`config.mk`:
```
export PLATFORM = sky130hd
export DESIGN_NAME = fpu_result_sink
export DESIGN_NICKNAME = d
export VERILOG_FILES = /design/src/rtl/fpu_sink_pkg.sv /design/src/rtl/fpu_sink_fifo.sv /design/src/rtl/fpu_result_sink.sv
export SDC_FILE = /design/constraint.sdc
export NUM_CORES = 1
export LEC_CHECK = 0
export BUFFER_PORTS_ARGS = -buffer_cell sky130_fd_sc_hd__buf_2
export CORE_ASPECT_RATIO = 1.2
export CORE_MARGIN = 3
export CORE_UTILIZATION = 35
export CTS_CLUSTER_DIAMETER = 60
export DETAILED_ROUTE_END_ITERATION = 6
export GPL_ROUTABILITY_DRIVEN = 0
export HOLD_SLACK_MARGIN = 0.02
export PLACE_DENSITY = 0.6
export SYNTH_ARGS = -nofsm -noshare
export SYNTH_HDL_FRONTEND = slang
export SYNTH_HIERARCHICAL = 1
export SYNTH_SLANG_ARGS = --single-unit
```
`constraint.sdc`:
```
create_clock -name clk_i -period 2.64 [get_ports clk_i]
set_clock_uncertainty 0.1 [all_clocks]
set_input_delay 0.132 -clock clk_i [delete_from_list [all_inputs] [get_ports clk_i]]
set_output_delay 0.132 -clock clk_i [all_outputs]
set_load 0.005 [all_outputs]
```
`src/rtl/fpu_sink_pkg.sv`:
```
// Shared types for the FPU result sink: run states, FIFO entry layout, status width.
package fpu_sink_pkg;

  localparam int STATUS_W = 5;
  localparam int RESULT_W = 16;

  typedef enum logic [1:0] {
    ST_IDLE  = 2'd0,
    ST_RUN   = 2'd1,
    ST_DRAIN = 2'd2,
    ST_DONE  = 2'd3
  } sink_state_e;

  typedef struct packed {
    logic [RESULT_W-1:0] result;
    logic [STATUS_W-1:0] status;
    logic                tag;
  } sink_entry_t;

endpackage

```
`src/rtl/fpu_sink_fifo.sv`:
```
// Generic DEPTH-entry synchronous FIFO; read data is the current head (show-ahead).
module fpu_sink_fifo #(
  parameter int DATA_W = 22,
  parameter int DEPTH  = 4
) (
  input  logic              clk_i,
  input  logic              rst_ni,
  input  logic              push_i,
  input  logic [DATA_W-1:0] data_i,
  input  logic              pop_i,
  output logic [DATA_W-1:0] data_o,
  output logic              full_o,
  output logic              empty_o
);

  localparam int PTR_W = (DEPTH > 1) ? $clog2(DEPTH) : 1;
  localparam logic [PTR_W-1:0] PTR_ONE  = PTR_W'(1);
  localparam logic [PTR_W:0]   FILL_ONE = (PTR_W + 1)'(1);
  localparam logic [PTR_W:0]   FILL_MAX = (PTR_W + 1)'(DEPTH);

  logic [DATA_W-1:0] mem_r [DEPTH];
  logic [PTR_W-1:0]  wr_ptr_r;
  logic [PTR_W-1:0]  rd_ptr_r;
  logic [PTR_W:0]    fill_r;
  logic              push_ok_s;
  logic              pop_ok_s;

  assign full_o    = (fill_r == FILL_MAX);
  assign empty_o   = (fill_r == {(PTR_W + 1){1'b0}});
  assign push_ok_s = push_i && !full_o;
  assign pop_ok_s  = pop_i && !empty_o;
  assign data_o    = mem_r[rd_ptr_r];

  // Storage, wrapping pointers and fill level.
  always_ff @(posedge clk_i or negedge rst_ni) begin
    if (!rst_ni) begin
      wr_ptr_r <= {PTR_W{1'b0}};
      rd_ptr_r <= {PTR_W{1'b0}};
      fill_r   <= {(PTR_W + 1){1'b0}};
      for (int i = 0; i < DEPTH; i++) begin
        mem_r[i] <= {DATA_W{1'b0}};
      end
    end else begin
      if (push_ok_s) begin
        mem_r[wr_ptr_r] <= data_i;
        wr_ptr_r        <= wr_ptr_r + PTR_ONE;
      end
      if (pop_ok_s) begin
        rd_ptr_r <= rd_ptr_r + PTR_ONE;
      end
      case ({push_ok_s, pop_ok_s})
        2'b10:   fill_r <= fill_r + FILL_ONE;
        2'b01:   fill_r <= fill_r - FILL_ONE;
        default: fill_r <= fill_r;
      endcase
    end
  end

endmodule

```
`src/rtl/fpu_result_sink.sv`:
```
// Consumer end of the FPU output handshake: buffers results, folds them into a
// rotate-XOR signature, ORs status flags and flags completion after NUM_RESULTS.
module fpu_result_sink
  import fpu_sink_pkg::*;
#(
  parameter int         WIDTH       = RESULT_W,
  parameter int         DEPTH       = 4,
  parameter int         NUM_RESULTS = 16,
  parameter logic [7:0] STALL_MASK  = 8'hDB
) (
  input  logic                clk_i,
  input  logic                rst_ni,
  input  logic [WIDTH-1:0]    result_i,
  input  logic [STATUS_W-1:0] status_i,
  input  logic                tag_i,
  input  logic                out_valid_i,
  output logic                out_ready_o,
  input  logic                stall_en_i,
  input  logic                start_i,
  output logic [15:0]         count_o,
  output logic [WIDTH-1:0]    signature_o,
  output logic [STATUS_W-1:0] status_acc_o,
  output logic                done_o
);

  localparam logic [15:0] LAST_CNT = 16'(NUM_RESULTS - 1);

  sink_state_e         state_r;
  sink_state_e         state_nxt_s;
  logic [7:0]          mask_r;
  logic [15:0]         count_r;
  logic [WIDTH-1:0]    sig_r;
  logic [STATUS_W-1:0] acc_r;
  logic                done_r;
  sink_entry_t         push_entry_s;
  sink_entry_t         pop_entry_s;
  logic                fifo_full_s;
  logic                fifo_empty_s;
  logic                handshake_s;
  logic                pop_s;
  logic                start_ok_s;
  logic                unused_tag_s;

  function automatic logic [WIDTH-1:0] sig_fold(input logic [WIDTH-1:0] sig,
                                                input logic [WIDTH-1:0] data);
    return {sig[WIDTH-2:0], sig[WIDTH-1]} ^ data;
  endfunction

  // Ready depends only on registered state plus the static stall enable.
  assign out_ready_o  = (state_r == ST_RUN) && !fifo_full_s && (!stall_en_i || mask_r[0]);
  assign handshake_s  = out_valid_i && out_ready_o;
  assign pop_s        = !fifo_empty_s;
  assign start_ok_s   = start_i && ((state_r == ST_IDLE) || (state_r == ST_DONE));
  assign unused_tag_s = pop_entry_s.tag;

  assign push_entry_s.result = result_i;
  assign push_entry_s.status = status_i;
  assign push_entry_s.tag    = tag_i;

  fpu_sink_fifo #(
    .DATA_W ($bits(sink_entry_t)),
    .DEPTH  (DEPTH)
  ) u_fifo (
    .clk_i   (clk_i),
    .rst_ni  (rst_ni),
    .push_i  (handshake_s),
    .data_i  (push_entry_s),
    .pop_i   (pop_s),
    .data_o  (pop_entry_s),
    .full_o  (fifo_full_s),
    .empty_o (fifo_empty_s)
  );

  // Run sequencing: start, quota reached, drained.
  always_comb begin
    state_nxt_s = state_r;
    case (state_r)
      ST_IDLE: begin
        if (start_i) state_nxt_s = ST_RUN;
        else         state_nxt_s = ST_IDLE;
      end
      ST_RUN: begin
        if (handshake_s && (count_r == LAST_CNT)) state_nxt_s = ST_DRAIN;
        else                                      state_nxt_s = ST_RUN;
      end
      ST_DRAIN: begin
        if (fifo_empty_s) state_nxt_s = ST_DONE;
        else              state_nxt_s = ST_DRAIN;
      end
      ST_DONE: begin
        if (start_i) state_nxt_s = ST_RUN;
        else         state_nxt_s = ST_DONE;
      end
      default: state_nxt_s = ST_IDLE;
    endcase
  end

  // State register with a registered copy of the DONE decode.
  always_ff @(posedge clk_i or negedge rst_ni) begin
    if (!rst_ni) begin
      state_r <= ST_IDLE;
      done_r  <= 1'b0;
    end else begin
      state_r <= state_nxt_s;
      done_r  <= (state_nxt_s == ST_DONE);
    end
  end

  // Mask rotation, handshake count, signature and status accumulation.
  always_ff @(posedge clk_i or negedge rst_ni) begin
    if (!rst_ni) begin
      mask_r  <= STALL_MASK;
      count_r <= 16'd0;
      sig_r   <= {WIDTH{1'b0}};
      acc_r   <= {STATUS_W{1'b0}};
    end else if (start_ok_s) begin
      mask_r  <= STALL_MASK;
      count_r <= 16'd0;
      sig_r   <= {WIDTH{1'b0}};
      acc_r   <= {STATUS_W{1'b0}};
    end else begin
      if (state_r == ST_RUN) begin
        mask_r <= {mask_r[0], mask_r[7:1]};
      end
      if (handshake_s) begin
        count_r <= count_r + 16'd1;
      end
      if (pop_s) begin
        sig_r <= sig_fold(sig_r, pop_entry_s.result);
        acc_r <= acc_r | pop_entry_s.status;
      end
    end
  end

  assign count_o      = count_r;
  assign signature_o  = sig_r;
  assign status_acc_o = acc_r;
  assign done_o       = done_r;

endmodule

```
# --- Word level (Yosys, flattened, before mapping) ---
# Cells that the tools add are included.
# W data, S select, Z words.
totals:
  regBits: 143
  out_inout_bits: 39
  inputBits: 27
classes:
  n_eq_ne: 9
  magnitude_cmp: 3
  add_sub_neg: 5
  mux: 20
  n_bitwise: 4
  n_reduce_logical: 17
op_table:
  columns: ["op", "count"]
  rows:
  - ["$bwmux W88", 1]
  - ["$mux W22", 3]
  - ["$mux W16", 4]
  - ["$bmux W22 S2", 1]
  - ["$demux W22 S2", 1]
  - ["$add A16 B1 Y16 const B", 1]
  - ["$eq A16 B4 Y1 const B", 1]
  - ["$mux W8", 2]
  - ["$xor A16 B16 Y16", 1]
  - ["$mux W5", 2]
  - ["$eq A2 B2 Y1 const B", 4]
  - ["$pmux W2 S4", 1]
  - ["$logic_and A1 B1 Y1", 7]
  - ["$ge A3 B3 Y1 const B", 2]
  - ["$not A2 Y3", 2]
  - ["$pmux W3 S2", 1]
  - ["$reduce_bool A2 Y1", 3]
  - ["$or A5 B5 Y5", 1]
  - ["$add A2 B1 Y2 const B", 2]
  - ["$eq A2 B1 Y1 const B", 2]
  - ["$mux W2", 2]
  - ["$add A3 B1 Y3 const B", 1]
  - ["$eq A3 B3 Y1 const B", 1]
  - ["$logic_not A1 Y1", 3]
  - ["7 further kinds", 9]

# --- Logic depth before layout (Yosys ltp) ---
# Gate-level depths: netlist of the first run.
logic_depth:
  ltp_word: 9
  ltp_mapped: 13
  depth_no_buf: 12

# --- Cells and area by module ---
# Netlist of the first run, hierarchy kept.
by_module_without_submodules:
  columns: ["module", "cells_each", "area_per_inst_um2", "n_inst"]
  rows:
  - ["fpu_sink_fifo", 251, 4227.8, 1]
  - ["fpu_result_sink", 245, 2406.1, 1]

# --- Worst setup path before layout of the first run ---
# Ideal clock, no wire load.
synth_timing:
  path_type: "register to register"
  startpoint: "register u_fifo.fill_r[0]"
  endpoint: "register u_fifo.fill_r[2]"
  period_less_slack_ns: 2.440
  required_time_ns: 2.461
  path_buffers: 0
  setup_slack_ns: 0.200
  setup_ns: 0.079
  arrival_time_ns: 2.261
  path_stages_with_launch: 12
  path_cell_list: "dfrtp_1 -> nor3b_4 -> and2b_4 -> nand3_1 -> inv_1 -> nand2b_1 -> ha_1 -> inv_1 -> fa_1 -> xor2_1 -> nor2_1 -> xor2_1"
synth_via:
  elab_chain_cells: 8
  word_cells_on_any_way: 14
  classes_between: "add/sub: 2; eq/ne: 3; mux: 1; reduce/logical: 8"
synth_lines:
  columns: ["item", "line", "rtl"]
  rows:
  - ["start: declaration", "fpu_sink_fifo.sv:24", "logic [PTR_W:0] fill_r;"]
  - ["start signal: assignment", "fpu_sink_fifo.sv:39", "fill_r <= {(PTR_W + 1){1'b0}};"]
  - ["start signal: assignment", "fpu_sink_fifo.sv:52", "2'b10: fill_r <= fill_r + FILL_ONE;"]
  - ["start signal: assignment", "fpu_sink_fifo.sv:53", "2'b01: fill_r <= fill_r - FILL_ONE;"]
  - ["$eq A3 B3 Y1 *", "fpu_sink_fifo.sv:28", "assign full_o = (fill_r == FILL_MAX);"]
  - ["net fifo_full_s", "fpu_result_sink.sv:37", "logic fifo_full_s;"]
  - ["$logic_not A1 Y1 *", "fpu_result_sink.sv:50", "assign out_ready_o = (state_r == ST_RUN) && !fifo_full_s && (!stall_en_i || mask_r[0]);"]
  - ["$logic_and A1 B1 Y1 * (2 in a row)", "fpu_result_sink.sv:50", null]
  - ["$logic_and A1 B1 Y1 *", "fpu_result_sink.sv:51", "assign handshake_s = out_valid_i && out_ready_o;"]
  - ["net handshake_s", "fpu_result_sink.sv:39", "logic handshake_s;"]
  - ["$logic_and A1 B1 Y1 *", "fpu_sink_fifo.sv:30", "assign push_ok_s = push_i && !full_o;"]
  - ["$eq A2 B1 Y1 / $eq A2 B2 Y1 (equally long branches)", "fpu_sink_fifo.sv:51", "case ({push_ok_s, pop_ok_s})"]
  - ["$pmux W3 S2 / $reduce_bool A2 Y1 (equally long branches)", null, null]
# Mark *: on every way through the listed nets, which the timed path passes. The rest lies on a longest branch.
# A chain may end at the register's enable or synchronous reset.

# --- Final worst setup path of the first run ---
# Same ends and word-level chain as after synthesis.

==> results of run 1 <==
==> routing by layer <==
metal  up-vias  share of wire (%)  GRT usage [%]
li1       1949                  -              -
met1      2153                 45          19.75
met2        79                 50          24.82
met3        15                3.5          3.331
met4         0                1.3          4.950
met5         -                  0              0
==> registers in the layout, summed over array words and instances (netlist names) <==
signal / flops
u_fifo/mem_r: 84
count_o: 16
signature_o: 16
mask_r: 8
status_acc_o: 5
u_fifo/fill_r: 3
state_r: 2
u_fifo/rd_ptr_r: 2
u_fifo/wr_ptr_r: 2
done_o: 1
==> critical path, stage by stage (launching register included) <==
cell and delay (ps):
dfrtp_1 460, nor3b_4 230, and2b_4 240, nand3_1 100
inv_1 80, nand2b_1 140, ha_1 200, inv_1 60
fa_1 370, xor2_1 150, nor2_1 120, xor2_1 150
==> report_power, final <==
part           internal, µW  leakage (µW)  switching [µW]  total [µW]
Sequential             3140       0.00169             594        3740
Clock                  1540      0.000289             912        2460
Combinational          2080       0.00157            1670        3750
Total                  6770       0.00354            3180        9950
==> final cells by class <==
type,count,area [µm²]
timing repair buffer,108,742.0
clock buffer,20,456.7
sequential,139,3486
multi-input combinational,311,2753
fill,1592,9921
clock inverter,12,163.9
tap,220,275.3
inverter,11,41.29
==> placed cells by master, fill, tap and decap left out, types with 7 or more instances in the layout <==
| master | count |
|---|---|
| or4_1 | 10 |
| a21oi_1 | 31 |
| inv_1 | 11 |
| xor2_1 | 22 |
| nor2_1 | 12 |
| nand2_1 | 51 |
| buf_2 | 63 |
| mux2_2 | 85 |
| dlygate4sd3_1 | 24 |
| ha_1 | 10 |
| buf_4 | 18 |
| mux4_2 | 21 |
| dfrtp_1 | 133 |
| mux2i_1 | 10 |
| clkbuf_16 | 17 |
| nand4_1 | 7 |
==> what timing repair did <==
| action | 4_1_cts | 5_1_grt |
|---|---|---|
| hold buffers | 24 | 0 |
| hold endpoints to repair | 139 | 0 |
| setup endpoints to repair | 0 | 0 |
==> path summary, 6_finish.rpt <==
check | end | slack, ps | start | depth (start not counted)
worst max-delay path | u_fifo/fill_r[2] | 150 | u_fifo/fill_r[0] | 11
worst min-delay path | count_o[3] | 130 | rst_ni | 2
worst max register to register | u_fifo/fill_r[2] | 150 | u_fifo/fill_r[0] | 11
worst min register to register | u_fifo/mem_r[17] | 400 | u_fifo/mem_r[17] | 1
max in group asynchronous | u_fifo/mem_r[31] | 1460 | rst_ni | 3
min in group clk_i | count_o[3] | 190 | stall_en_i | 5
==> through the flow <==
| stage | total power (µW) | instances | hold slack, ps | cell area, µm² |
|---|---|---|---|---|
| after floorplan | 6468 | 487 | -263.6 | 6466 |
| after global placement | 7334 | 765 | 8.767 | 7057 |
| after detailed placement | 7560 | 765 | 20.16 | 7057 |
| after CTS | 10100 | 821 | 148.1 | 7918 |
| after global routing | 10630 | 821 | 177.1 | 7918 |
| final | 9947 | 821 | 131.5 | 7918 |
==> run metrics, run 1 <==
Resized Gates After CTS=0; Tightest Pin Transition=between 500 and 600 ps; setup TNS=0 ps; Die Ht=154.9 µm; Period minus WS final=between 2000 and 2500 ps; number of vias per cell=5.111; first-pass detailed-route iteration total=4; routed len/inst=between 15 and 20 µm; HP Class=in2async; status=finished, final reports clean; dpl hpwl=9.595 mm; maximum VDD drop=0.0005864 V; IO buf count=64; Initial Util=36.25%; Rel. slew slack=65.02%; die area=20,150 µm²; Root Buffer=clkbuf_16; total global-route track usage=15.09%; Yosys Warn Count=6; Cells after Synth=487; DRT iter0 DRCs=193; vias in the first global route=around 4,600; setup slack at placement=185.8 ps; WL final=14.31 mm; clock latency on the worst-skew pair=420 ps; count of final setup violators=0; number of setup buffers added after CTS=0; Max Cap Violations=0; Placeable Area=17,840 µm²; crit path max fanout=7; fmax=401.1 MHz; CTS tree=yes; area delta synth->final=22.45%; total number of vias=4,196; n_diodes=0; Net Count, Synth=~530; GRT Residual Overflow=0; Setup CP Type=reg2reg; share of cells above drive strength 1=approximately two fifths; die span in x=130.1 µm; Rows=53; Startpoint Class=flip-flop; CP endpoint kind=flip-flop; Ports=66; CTS H-Tree Depth=4; Pwr per Cell Area=about 1300 nW/µm²; drt drc=0; WP data required=2880 ps; Max Buffers Root-to-Sink=2; final hold vios=0; synthesized cell area=6466 µm²; final setup margin=147.0 ps; largest net degree at the start of global routing=56; ANT nets after route=0; syn avg cell area=13.28 µm²; Period Utilization, post-route=94.43%; Layout Nets=626; Lkg Pwr=0.003543 µW; register clock-pin slew on the reported worst setup and hold paths=60 ps; Critical Path AT=around 2700 ps; initial antenna violation count=0; fin util=approximately 44%; final max-slew violation count=0; total CTS buffers=17; unrepaired setup endpoints after global routing=no; first-pass GRT wire length=~24 mm; # clock sinks=approximately 140
Power figures use the tool's default switching activity.
==> inputs of run 2 (changes only) <==
Settings changed: CORE_ASPECT_RATIO 1.2 to 0.6.
==> run 2 against run 1 <==
Against the previous run: worst setup slack improved by 91 ps; worst hold slack improved by 7.5 ps; highest routed layer unchanged; combinational power barely moved; critical path depth did not move; non-clock buffer count fell by 2; sequential cell count did not move; clock-buffer cell count fell by 2; sequential power barely moved; die area rose by 0.23%.
==> run metrics, run 2 (synthesized netlist as in run 1, its figures left out) <==
status=finished, final reports clean (unchanged); GRT Residual Overflow=0 (unchanged); final hold vios=0 (unchanged); Lkg Pwr=0.003515 µW (was 0.003543 µW); Critical Path AT=2630 ps (was 2730 ps); IO buf count=64 (unchanged); share of cells above drive strength 1=40.57% (was 40.10%); Die Ht=111.3 µm (was 154.9 µm); DRT iter0 DRCs=410 (was 193); final max-slew violation count=0 (unchanged); Rows=37 (was 53); routed len/inst=17.51 µm (was 17.43 µm); HP Class=in2async (unchanged); count of final setup violators=0 (unchanged); Max Cap Violations=0 (unchanged); fmax=416.3 MHz (was 401.1 MHz); vias in the first global route=4,388 (was 4,560); unrepaired setup endpoints after global routing=no (unchanged); most common cell after layout, fill and taps aside=dfrtp_1 (unchanged); max FFs per register=84 (unchanged); WL final=14.59 mm (was 14.31 mm); Crit. Startpoint=u_fifo/fill_r[1] (was u_fifo/fill_r[0]); maximum VDD drop=0.0005202 V (was 0.0005864 V); Biggest register=u_fifo/mem_r (unchanged); CTS H-Tree Depth=4 (unchanged); post-place instance area=7084 µm² (was 7057 µm²); fin util=44.84% (was 44.39%); clock latency on the worst-skew pair=420 ps (about the same); initial antenna violation count=0 (unchanged); total global-route track usage=15.26% (was 15.09%); Period Utilization, post-route=90.99% (was 94.43%); n_diodes=0 (unchanged); Startpoint Class=flip-flop (unchanged); Final Non-Filler Cells=833 (was 821); number of setup buffers added after CTS=0 (unchanged); Placed Cells=777 (was 765); Largest stage delay, worst path=430 ps (was 460 ps); Rel. slew slack=61.15% (was 65.02%); first-pass detailed-route iteration total=4 (unchanged); area delta synth->final=22.00% (was 22.45%); most frequent cells in the layout=133 x dfrtp_1, 85 x mux2_2, 63 x buf_2 (unchanged); drt drc=0 (unchanged); crit path max fanout=7 (unchanged); Layout Nets=624 (was 626); Pwr per Cell Area=1234 nW/µm² (was 1256 nW/µm²); crit-path cells=nor3b_4 > and2b_4 > nand3_2 > inv_2 > nand2b_4 > ha_1 > inv_1 > fa_1 > xor2_1 > nor2_1 > xor2_1 (was nor3b_4 > and2b_4 > nand3_1 > inv_1 > nand2b_1 > ha_1 > inv_1 > fa_1 > xor2_1 > nor2_1 > xor2_1); die span in x=181.5 µm (was 130.1 µm); Root Buffer=clkbuf_16 (unchanged); CP endpoint kind=flip-flop (unchanged); total number of vias=4,177 (was 4,196); Period minus WS final=2402 ps (was 2493 ps); ANT nets after route=0 (unchanged); largest net degree at the start of global routing=63 (was 56); final setup margin=237.8 ps (was 147.0 ps); FF-to-FF Start=u_fifo/fill_r[1] (was u_fifo/fill_r[0]); post-route cell area=7889 µm² (was 7918 µm²); Tightest Pin Transition=582.7 ps (was 524.7 ps); Max stage delay cell, worst path=dfrtp_1 (unchanged); Placeable Area=17,590 µm² (was 17,840 µm²); cell repeated most along the worst path=xor2_1; crit-path leading delay family=simple AND/OR/NAND/NOR gates (unchanged); setup TNS=0 ps (unchanged); Setup CP Type=reg2reg (unchanged); total CTS buffers=17 (unchanged); Initial Util=36.76% (was 36.25%); CTS tree=yes (unchanged); worst path bufs/invs=2 (unchanged); # clock sinks=139 (unchanged); Max Buffers Root-to-Sink=2 (unchanged); dpl hpwl=10.00 mm (was 9.595 mm); number of vias per cell=5.014 (was 5.111); Ports=66 (unchanged); WP data required=2870 ps (was 2880 ps); setup slack at placement=54.76 ps (was 185.8 ps); die area=20,200 µm² (was 20,150 µm²); first-pass GRT wire length=24.18 mm (was 23.70 mm); register clock-pin slew on the reported worst setup and hold paths=60 ps (about the same)
==> run 2: cell type report <==
class / count / area (µm²)
Clock buffer: 18 / 439.2
Clock inverter: 14 / 112.6
Fill cell: 1601 / 9703
Inverter: 11 / 41.29
Multi-Input combinational cell: 311 / 2765
Sequential cell: 139 / 3486
Tap cell: 234 / 292.8
Timing Repair Buffer: 106 / 752.0
==> run 2: through the flow <==
stage	total power, µW	hold slack (ps)
6_report	9738	139.0
2_1_floorplan	6468	-263.6
3_5_place_dp	7565	37.22
3_3_place_gp	7366	26.86
5_1_grt	10440	176.2
4_1_cts	9853	150.8
==> run 2: repair_timing <==
item,in CTS,in global routing
endpoints found under the setup margin,0,1
resized for setup,0,3
hold buffers,24,0
hold endpoints to repair,144,0
==> run 2: routing by layer <==
metal | vias up | track usage, % | part of all wire (%)
met5 | - | 0 | 0
met2 | 85 | 22.72 | 44
li1 | 1949 | - | -
met3 | 19 | 3.148 | 3.8
met4 | 0 | 5.223 | 1.5
met1 | 2124 | 22.19 | 51
==> run 2: power breakdown <==
part	internal, µW	leakage [µW]	switching (µW)	total [µW]
Sequential	3140	0.00169	608	3750
Combinational	2090	0.00156	1690	3780
Clock	1240	0.000268	961	2200
Total	6470	0.00351	3260	9740
==> run 2: final timing paths <==
check / slack, ps / to / cells past startpoint
worst min-delay path: 140 / signature_o[11] / 2
worst max-delay path: 240 / u_fifo/fill_r[2] / 11
min in group clk_i: 210 / count_o[0] / 5
worst min register to register: 400 / u_fifo/mem_r[19] / 1
max in group asynchronous: 1520 / mask_r[0] / 3
worst max register to register: 240 / u_fifo/fill_r[2] / 11
==> inputs of run 3 (changes only) <==
Settings changed: CORE_UTILIZATION 35 to 40, CTS_CLUSTER_SIZE from default to 25, PLACE_DENSITY 0.6 to 0.66.
==> run 3 against run 2 <==
Against the previous run: largest cell class unchanged; largest power group is now registers; first-iteration DRC count decreased by 33%; highest routed layer unchanged; combinational power barely moved; via count up 0.65%; critical endpoint unchanged; clock-buffer cell count up 1.
==> run metrics, run 3 (synthesized netlist as in run 1, its figures left out) <==
dpl hpwl=9.655 mm (was 10.00 mm); # clock sinks=139 (unchanged); WL met2=6.670 mm (was 6.440 mm); most frequent cells in the layout=132 x dfrtp_1, 85 x mux2_2, 63 x buf_2 (was 133 x dfrtp_1, 85 x mux2_2, 63 x buf_2); Max Used Layer=met4 (unchanged); Rel. slew slack=61.58% (was 61.15%); Max Buffers Root-to-Sink=2 (unchanged); CTS H-Tree Depth=4 (unchanged); area delta synth->final=21.65% (was 22.00%); max FFs per register=84 (unchanged); first-pass GRT wire length=24.24 mm (was 24.18 mm); final max-slew violation count=0 (unchanged); fmax=402.4 MHz (was 416.3 MHz); Period Utilization, post-route=94.13% (was 90.99%); Initial Util=41.48% (was 36.76%); Rows=35 (was 37); Lkg Pwr=0.003539 µW (was 0.003515 µW); Period minus WS final=2485 ps (was 2402 ps); Multi-input gate area=2753 µm² (was 2765 µm²); number of vias per cell=5.222 (was 5.014); ANT nets after route=0 (unchanged); initial antenna violation count=0 (unchanged); count of final setup violators=0 (unchanged); storage element area=3487 µm² (was 3486 µm²); maximum VDD drop=0.0006172 V (was 0.0005202 V); register clock-pin slew on the reported worst setup and hold paths=60 ps (about the same); metal3 WL=487 µm (was 554 µm); Hold Slack=139.7 ps (was 139.0 ps); WL final=14.62 mm (was 14.59 mm); Layout Nets=627 (was 624); status=finished, final reports clean (unchanged); Fillers=1,349 (was 1,601); final hold vios=0 (unchanged); die area=17,780 µm² (was 20,200 µm²); WP data required=2880 ps (was 2870 ps); Setup CP Type=reg2reg (unchanged); CP endpoint kind=flip-flop (unchanged); CTS tree=yes (unchanged); vias in the first global route=4,581 (was 4,388); drt drc=0 (unchanged); largest net degree at the start of global routing=61 (was 63); final setup margin=155.0 ps (was 237.8 ps); GRT Residual Overflow=0 (unchanged); DRT iter0 DRCs=276 (was 410); most common cell after layout, fill and taps aside=dfrtp_1 (unchanged); Placeable Area=15,590 µm² (was 17,590 µm²); Die Ht=104.5 µm (was 111.3 µm); first-pass detailed-route iteration total=4 (unchanged); Max Cap Violations=0 (unchanged); setup slack at placement=146.9 ps (was 54.76 ps); M1 WL=7.223 mm (was 7.375 mm); flop2flop setup slack=160 ps (was 240 ps); share of cells above drive strength 1=40.53% (was 40.57%); total CTS buffers=17 (unchanged); total number of vias=4,204 (was 4,177); Startpoint Class=flip-flop (unchanged); routed len/inst=18.16 µm (was 17.51 µm); Biggest register=u_fifo/mem_r (unchanged); Ports=66 (unchanged); HP Class=in2async (unchanged); clock latency on the worst-skew pair=410 ps (was 420 ps); n_diodes=0 (unchanged); IO buf count=64 (unchanged); fin util=50.46% (was 44.84%); Critical Path AT=2720 ps (was 2630 ps); setup TNS=0 ps (unchanged); Tightest Pin Transition=576.3 ps (was 582.7 ps); Root Buffer=clkbuf_16 (unchanged); total global-route track usage=17.49% (was 15.26%); Pwr per Cell Area=1258 nW/µm² (was 1234 nW/µm²); crit path max fanout=7 (unchanged); unrepaired setup endpoints after global routing=no (unchanged); die span in x=170.1 µm (was 181.5 µm); Pwr Total=9898 µW (was 9738 µW)
run 3: changes by cell type in the layout (fill, tap and decap cells not counted), sizes merged:
cell      change
buf           +3
bufinv        +2
clkbuf        +1
clkinv        -2
clkinvlp      +1
inv           -2
run 3: final cells by class:
| type | instances | area share, % |
|---|---|---|
| sequential | 139 | 44.33 |
| inverter | 11 | 0.5249 |
| tap | 203 | 3.229 |
| timing repair buffer | 109 | 9.369 |
| clock inverter | 13 | 1.797 |
| clock buffer | 19 | 5.758 |
| multi-input combinational | 311 | 34.99 |
run 3: stage by stage:
step / area, µm² / cells
after floorplan: 6466 / 487
after global placement: 7030 / 749
after detailed placement: 7030 / 749
after CTS: 7865 / 805
after global routing: 7866 / 805
final: 7866 / 805
run 3: repair_timing:
| item | 4_1_cts | 5_1_grt |
|---|---|---|
| hold buffers | 24 | 0 |
| gates resized for setup | 0 | 1 |
| buffers inserted | 0 | 0 |
| setup endpoints to repair | 0 | 1 |
| endpoints found under the hold margin | 144 | 0 |
run 3: final timing paths:
path	start	endpoint	cells past startpoint
max in group asynchronous	rst_ni	mask_r[6]	3
min in group clk_i	stall_en_i	count_o[3]	5
max	u_fifo/fill_r[2]	u_fifo/fill_r[2]	11
max reg2reg	u_fifo/fill_r[2]	u_fifo/fill_r[2]	11
min reg2reg	u_fifo/mem_r[85]	u_fifo/mem_r[85]	1
min	rst_ni	count_o[13]	2
run 3: critical path, cell delays in order, from the launching register on:
cell and delay (ps):
dfrtp_1 430, nor3b_4 230, and2b_4 240, nand3_1 120, inv_1 100, nand2b_1 160
ha_1 210, inv_1 60, fa_1 370, xor2_1 150, nor2_1 110, xor2_1 150
run 3: routing by layer:
| layer | global-route usage [%] | up-vias |
|---|---|---|
| met5 | 0 | - |
| met3 | 3.798 | 23 |
| met1 | 24.85 | 2154 |
| met2 | 26.41 | 76 |
| met4 | 6.424 | 0 |
| li1 | - | 1951 |
run 3: where the power goes:
group | switching [µW] | leakage, µW | internal [µW]
Sequential | 617 | 0.00169 | 3150
Combinational | 1690 | 0.00157 | 2070
Clock | 937 | 0.000286 | 1450
Total | 3240 | 0.00354 | 6660
